**src/rtl/alu_scheduler.sv**
```systemverilog
// Round-robin scheduler sharing one combinational 4-bit ALU between two requesters.
// Operands are held on the ALU for LAT cycles, then OUT/Z/CF are captured and returned.
module alu_scheduler #(
  parameter int unsigned LAT = 1
) (
  input  logic       CLK,
  input  logic       RST,
  input  logic       REQ0,
  input  logic       REQ1,
  input  logic [2:0] OP0,
  input  logic [2:0] OP1,
  input  logic [3:0] A0,
  input  logic [3:0] B0,
  input  logic [3:0] A1,
  input  logic [3:0] B1,
  output logic [2:0] ALU_SEL,
  output logic [3:0] ALU_A,
  output logic [3:0] ALU_B,
  input  logic [3:0] ALU_OUT,
  input  logic       ALU_Z,
  input  logic       ALU_CF,
  output logic       GNT0,
  output logic       GNT1,
  output logic       DONE0,
  output logic       DONE1,
  output logic [3:0] RES,
  output logic       RES_Z,
  output logic       RES_CF,
  output logic       BUSY,
  output logic [7:0] OP_CNT
);

  typedef enum logic [1:0] {IDLE, EXEC, RESP} state_t;

  localparam logic [3:0] CNT_INIT = 4'(LAT - 1);

  state_t     state_q, state_d;
  logic [3:0] cnt_q, cnt_d;
  logic       last_q, last_d;
  logic       win_q, win_d;
  logic [2:0] sel_q, sel_d;
  logic [3:0] a_q, a_d;
  logic [3:0] b_q, b_d;
  logic       gnt0_q, gnt0_d;
  logic       gnt1_q, gnt1_d;
  logic       done0_q, done0_d;
  logic       done1_q, done1_d;
  logic [3:0] res_q, res_d;
  logic       res_z_q, res_z_d;
  logic       res_cf_q, res_cf_d;
  logic       busy_q, busy_d;
  logic [7:0] op_cnt_q, op_cnt_d;
  logic       pick1;

  always_comb begin
    state_d  = state_q;
    cnt_d    = cnt_q;
    last_d   = last_q;
    win_d    = win_q;
    sel_d    = sel_q;
    a_d      = a_q;
    b_d      = b_q;
    gnt0_d   = 1'b0;
    gnt1_d   = 1'b0;
    done0_d  = 1'b0;
    done1_d  = 1'b0;
    res_d    = res_q;
    res_z_d  = res_z_q;
    res_cf_d = res_cf_q;
    op_cnt_d = op_cnt_q;
    // Requester 1 wins alone, or on contention when requester 0 was served last.
    pick1    = REQ1 & (~REQ0 | ~last_q);
    case (state_q)
      IDLE: begin
        sel_d = '0;
        a_d   = '0;
        b_d   = '0;
        if (REQ0 || REQ1) begin
          win_d   = pick1;
          last_d  = pick1;
          sel_d   = pick1 ? OP1 : OP0;
          a_d     = pick1 ? A1 : A0;
          b_d     = pick1 ? B1 : B0;
          cnt_d   = CNT_INIT;
          gnt0_d  = ~pick1;
          gnt1_d  = pick1;
          state_d = EXEC;
        end
      end
      EXEC: begin
        if (cnt_q == 4'd0) begin
          res_d    = ALU_OUT;
          res_z_d  = ALU_Z;
          res_cf_d = ALU_CF;
          done0_d  = ~win_q;
          done1_d  = win_q;
          op_cnt_d = (op_cnt_q == 8'hFF) ? op_cnt_q : op_cnt_q + 8'd1;
          state_d  = RESP;
        end else begin
          cnt_d = cnt_q - 4'd1;
        end
      end
      RESP: begin
        sel_d   = '0;
        a_d     = '0;
        b_d     = '0;
        state_d = IDLE;
      end
      default: state_d = IDLE;
    endcase
    busy_d = (state_d != IDLE);
  end

  always_ff @(posedge CLK) begin
    if (RST) begin
      state_q  <= IDLE;
      cnt_q    <= '0;
      last_q   <= 1'b1;
      win_q    <= 1'b0;
      sel_q    <= '0;
      a_q      <= '0;
      b_q      <= '0;
      gnt0_q   <= 1'b0;
      gnt1_q   <= 1'b0;
      done0_q  <= 1'b0;
      done1_q  <= 1'b0;
      res_q    <= '0;
      res_z_q  <= 1'b0;
      res_cf_q <= 1'b0;
      busy_q   <= 1'b0;
      op_cnt_q <= '0;
    end else begin
      state_q  <= state_d;
      cnt_q    <= cnt_d;
      last_q   <= last_d;
      win_q    <= win_d;
      sel_q    <= sel_d;
      a_q      <= a_d;
      b_q      <= b_d;
      gnt0_q   <= gnt0_d;
      gnt1_q   <= gnt1_d;
      done0_q  <= done0_d;
      done1_q  <= done1_d;
      res_q    <= res_d;
      res_z_q  <= res_z_d;
      res_cf_q <= res_cf_d;
      busy_q   <= busy_d;
      op_cnt_q <= op_cnt_d;
    end
  end

  assign ALU_SEL = sel_q;
  assign ALU_A   = a_q;
  assign ALU_B   = b_q;
  assign GNT0    = gnt0_q;
  assign GNT1    = gnt1_q;
  assign DONE0   = done0_q;
  assign DONE1   = done1_q;
  assign RES     = res_q;
  assign RES_Z   = res_z_q;
  assign RES_CF  = res_cf_q;
  assign BUSY    = busy_q;
  assign OP_CNT  = op_cnt_q;

endmodule

```
**config.mk**
```make
export PLATFORM = sky130hd
export DESIGN_NAME = alu_scheduler
export DESIGN_NICKNAME = d
export VERILOG_FILES = /design/src/rtl/alu_scheduler.sv
export SDC_FILE = /design/constraint.sdc
export NUM_CORES = 1
export LEC_CHECK = 0
export BUFFER_PORTS_ARGS = -buffer_cell sky130_fd_sc_hd__buf_2
export CAP_MARGIN = 15
export CORE_ASPECT_RATIO = 0.6
export CORE_MARGIN = 2
export CORE_UTILIZATION = 45
export CTS_BUF_LIST = sky130_fd_sc_hd__clkbuf_4 sky130_fd_sc_hd__clkbuf_8
export CTS_CLUSTER_DIAMETER = 60
export DETAILED_ROUTE_END_ITERATION = 10
export PLACE_DENSITY = 0.8
export SLEW_MARGIN = 25
export SYNTH_ARGS = -nofsm -noshare
export SYNTH_HDL_FRONTEND = slang
export SYNTH_SLANG_ARGS = --single-unit
```
**constraint.sdc**
```tcl
create_clock -name CLK -period 2.1 [get_ports CLK]
set_input_delay 0.42 -clock CLK [delete_from_list [all_inputs] [get_ports CLK]]
set_output_delay 0.42 -clock CLK [all_outputs]
set_load 0.05 [all_outputs]
```
==> results by group <==
Outcome
  • Status: complete, no violations

Placed design
  • Port bufs: 61
  • Post-detail-place hpwl: 2610 um
  • Final GP Congestion: 0.818
  • Inst Count DP: 275

STA
  • Slew Viols, Final: 0
  • Final Hold Vio Count: 0
  • Crit share post-route: 0.841
  • FMAX: 566 MHz
  • Worst hold margin: 357 ps
  • Clk_skew: 4.61 ps
  • Worst slew margin: 0.574
  • Setup_tns: 0 ps
  • Worst Max-Slew Pin Slew: 634 ps
  • Min cycle time layout: 1770 ps
  • Final setup viols: 0
  • RSZ-0062 raised after global routing: no

Drt
  • Drt via density: 5.18
  • Vias: 1465
  • First-pass detailed-route iteration total: 4
  • Post-route ant nets: 0
  • Avg WL per Cell: 12.6 um
  • Final WL: 3570 um
  • Remaining DRCs: 0
  • Number of DRC markers in iteration 0: 78

Power and ir drop
  • Total power: 1.75 mW
  • Sw frac: 0.300
  • Sw power: 0.523 mW
  • Leakage: 0.934 nW
  • Clk pwr share: 0.355
  • Combinational power share: 0.196
  • Worst VDD drop: 585 uV
  • Power share of the sequential group: 0.449
  • Power per cell area: 843 nW/um^2
  • Internal power: 1.22 mW

Yosys
  • Sequential share of the synthesized area: 0.473
  • Compound-cell area share of the yosys netlist: 0.129
  • Cells after Synth: 174
  • Multiplexer share of the synthesized area: 0.0965
  • Adder and majority gate portion of the synthesized area: 0.0233
  • Syn_nets: 209
  • Post-Syn Area per Cell: 9.24 sq um
  • Dominant register cell in the synthesized netlist: dfxtp_1
  • Post-synthesis async set-or-reset flop share: 0
  • Cell Area, Synth: 1610 sq um
  • Synth warn: 0
  • Synth top area share: 0.473
  • Synth cell count leaders: 38 x dfxtp_1, 18 x nand2_1, 18 x nor2_1
  • FF+latch count, synth: 38
  • Top cells by area, synth: dfxtp_1 47%, mux2_2 7.0%, a22oi_1 5.1%
  • Most frequent cell after synthesis: dfxtp_1
  • Synth Area in XOR/XNOR: 0.0163
  • Post-Synth Simple-Gate Area: 0.227
  • Dominant cell type by area after synthesis: dfxtp_1
  • Netlist cell types: 37
  • EDFF count, synth: 0
  • Main combinational cell family by area after synthesis: simple AND/OR/NAND/NOR gates

Floorplanning
  • Row cnt: 16
  • Die width: 81.2 um
  • IO Pins: 62
  • Die height: 50.3 um
  • Initial core utilization: 0.481
  • Core area: 3340 sq um
  • Die area: 4080 sq um

Clocking
  • Later-pin clock latency in the skew report: 290 ps
  • CTS tree: yes
  • Post-CTS sizing: 0
  • Hold-fix buffers, CTS: 0
  • Root cell of the clock tree: clkbuf_8
  • Clk buf depth: 2
  • Post-CTS Setup Inserts: 0
  • Worst-path clk slew: 80 ps
  • TritonCTS Buffers: 5
  • CTS Sinks: 38
  • Htree depth: 2

Worst setup path
  • Crit path largest cell delay: 500 ps
  • Crit path DAT: 1930 ps
  • Required @ worst endpoint: 2270 ps
  • Max Fanout on Critical Path: 6
  • CP cell instances: inv_1 > ha_1 > or3b_1 > nor3_4 > and4b_1 > a211oi_2
  • Slowest CP cell: or3b_1
  • FF-to-FF path depth: 6
  • Critical Path End Type: register
  • CP Class: reg -> reg
  • Startpoint Class: register

Global route
  • Global routing usage on met3: 0.0665
  • Initial antenna violation count: 0
  • First-pass GRT wire length: 5840 um
  • Number of global-route vias before repair: 1301
  • Met1 Use GR: 0.266
  • Global route overflow: 0
  • M2 GR Usage: 0.266
  • GRT Max-Usage Layer: met1
  • Gr usage total: 0.187
  • Largest net degree at the start of global routing: 28

Cells and area
  • Fillers: 297
  • Nets@finish: 272
  • Share of layout cells above drive strength 1: 0.366
  • Final Util: 0.619
  • Area Overhead vs Synth: 28.7%
  • Diode count: 0
  • Register Area: 761 sq um
  • Fin cells: 283
  • Multi-input logic area: 792 sq um

Min path
  • Hold depth: 3
  • Hold/Removal Path Class: in -> reg

Run
  • Max-cap viol count: 0
sequential cells by signal (all words and copies together) (netlist names):
name / count
OP_CNT: 8
ALU_A: 4
ALU_B: 4
RES: 4
cnt_q: 4
ALU_SEL: 3
state_q: 2
BUSY: 1
DONE0: 1
DONE1: 1
GNT0: 1
GNT1: 1
RES_CF: 1
RES_Z: 1
last_q: 1
win_q: 1
layout make-up:
cell class / instances / share of cell area
sequential: 38 / 0.368
timing repair buffer: 65 / 0.162
inverter: 3 / 0.00544
clock inverter: 3 / 0.0218
clock buffer: 5 / 0.0333
tap: 45 / 0.0272
multi-input combinational: 124 / 0.383
per-layer routing:
layer  wire (um)  vias up
met3         352        5
met2        1380       65
met4          32        0
li1            -      736
met5           0        -
met1        1800      659
logic make-up after synthesis:
| kind of cell | Yosys count |
|---|---|
| xor+xnor | 3 |
| fa+ha+maj | 3 |
| compound gates | 32 |
| flops | 38 |
| simple gates | 72 |
| buf+inv | 12 |
| mux | 14 |
worst paths after layout:
check,slack [ps],endpoint,start
max,330,OP_CNT[6],cnt_q[0]
min reg2reg,450,DONE0,win_q
max reg2reg,330,OP_CNT[6],cnt_q[0]
min,360,RES[3],ALU_OUT[3]
critical path: cells and delay by family (launching register included):
| family | cells | cell delay, ps |
|---|---|---|
| AOI/OAI and AO/OA | 1 | 70 |
| DFF | 1 | 330 |
| adders and majority gates | 1 | 170 |
| and+or+nand+nor | 3 | 990 |
| buffers and inverters | 1 | 100 |
metrics by stage:
stage / setup WS, ps / instance area (sq um)
floorplan: 334 / 1610
global placement: 406 / 1960
finish: 333 / 2070
detailed placement: 354 / 1960
CTS: 336 / 2070
global route: 228 / 2070
power groups by stage:
stage	clock (mW)	combinational [mW]	sequential (mW)
after global routing	0.664	0.369	0.790
after CTS	0.634	0.344	0.784
after floorplan	0	0.125	0.924
after detailed placement	0	0.343	0.800
final	0.619	0.343	0.784
after global placement	0	0.338	0.800
cells in the final DEF, fill, tap and decap left out, types with 3 or more instances in the layout:
| master | Yosys | final |
|---|---|---|
| nor2_1 | 18 | 18 |
| inv_1 | 3 | 3 |
| nor3_1 | 8 | 8 |
| and3_1 | 3 | 3 |
| buf_2 | 2 | 61 |
| ha_1 | 3 | 3 |
| a22oi_1 | 11 | 11 |
| nand3_1 | 10 | 10 |
| nand2_1 | 18 | 18 |
| dfxtp_1 | 38 | 38 |
| mux2_2 | 10 | 10 |
| buf_4 | 0 | 4 |
| xor2_1 | 3 | 3 |
| a21oi_1 | 13 | 13 |
| clkbuf_8 | 0 | 5 |
No activity file was read; power rests on OpenSTA's default activity.
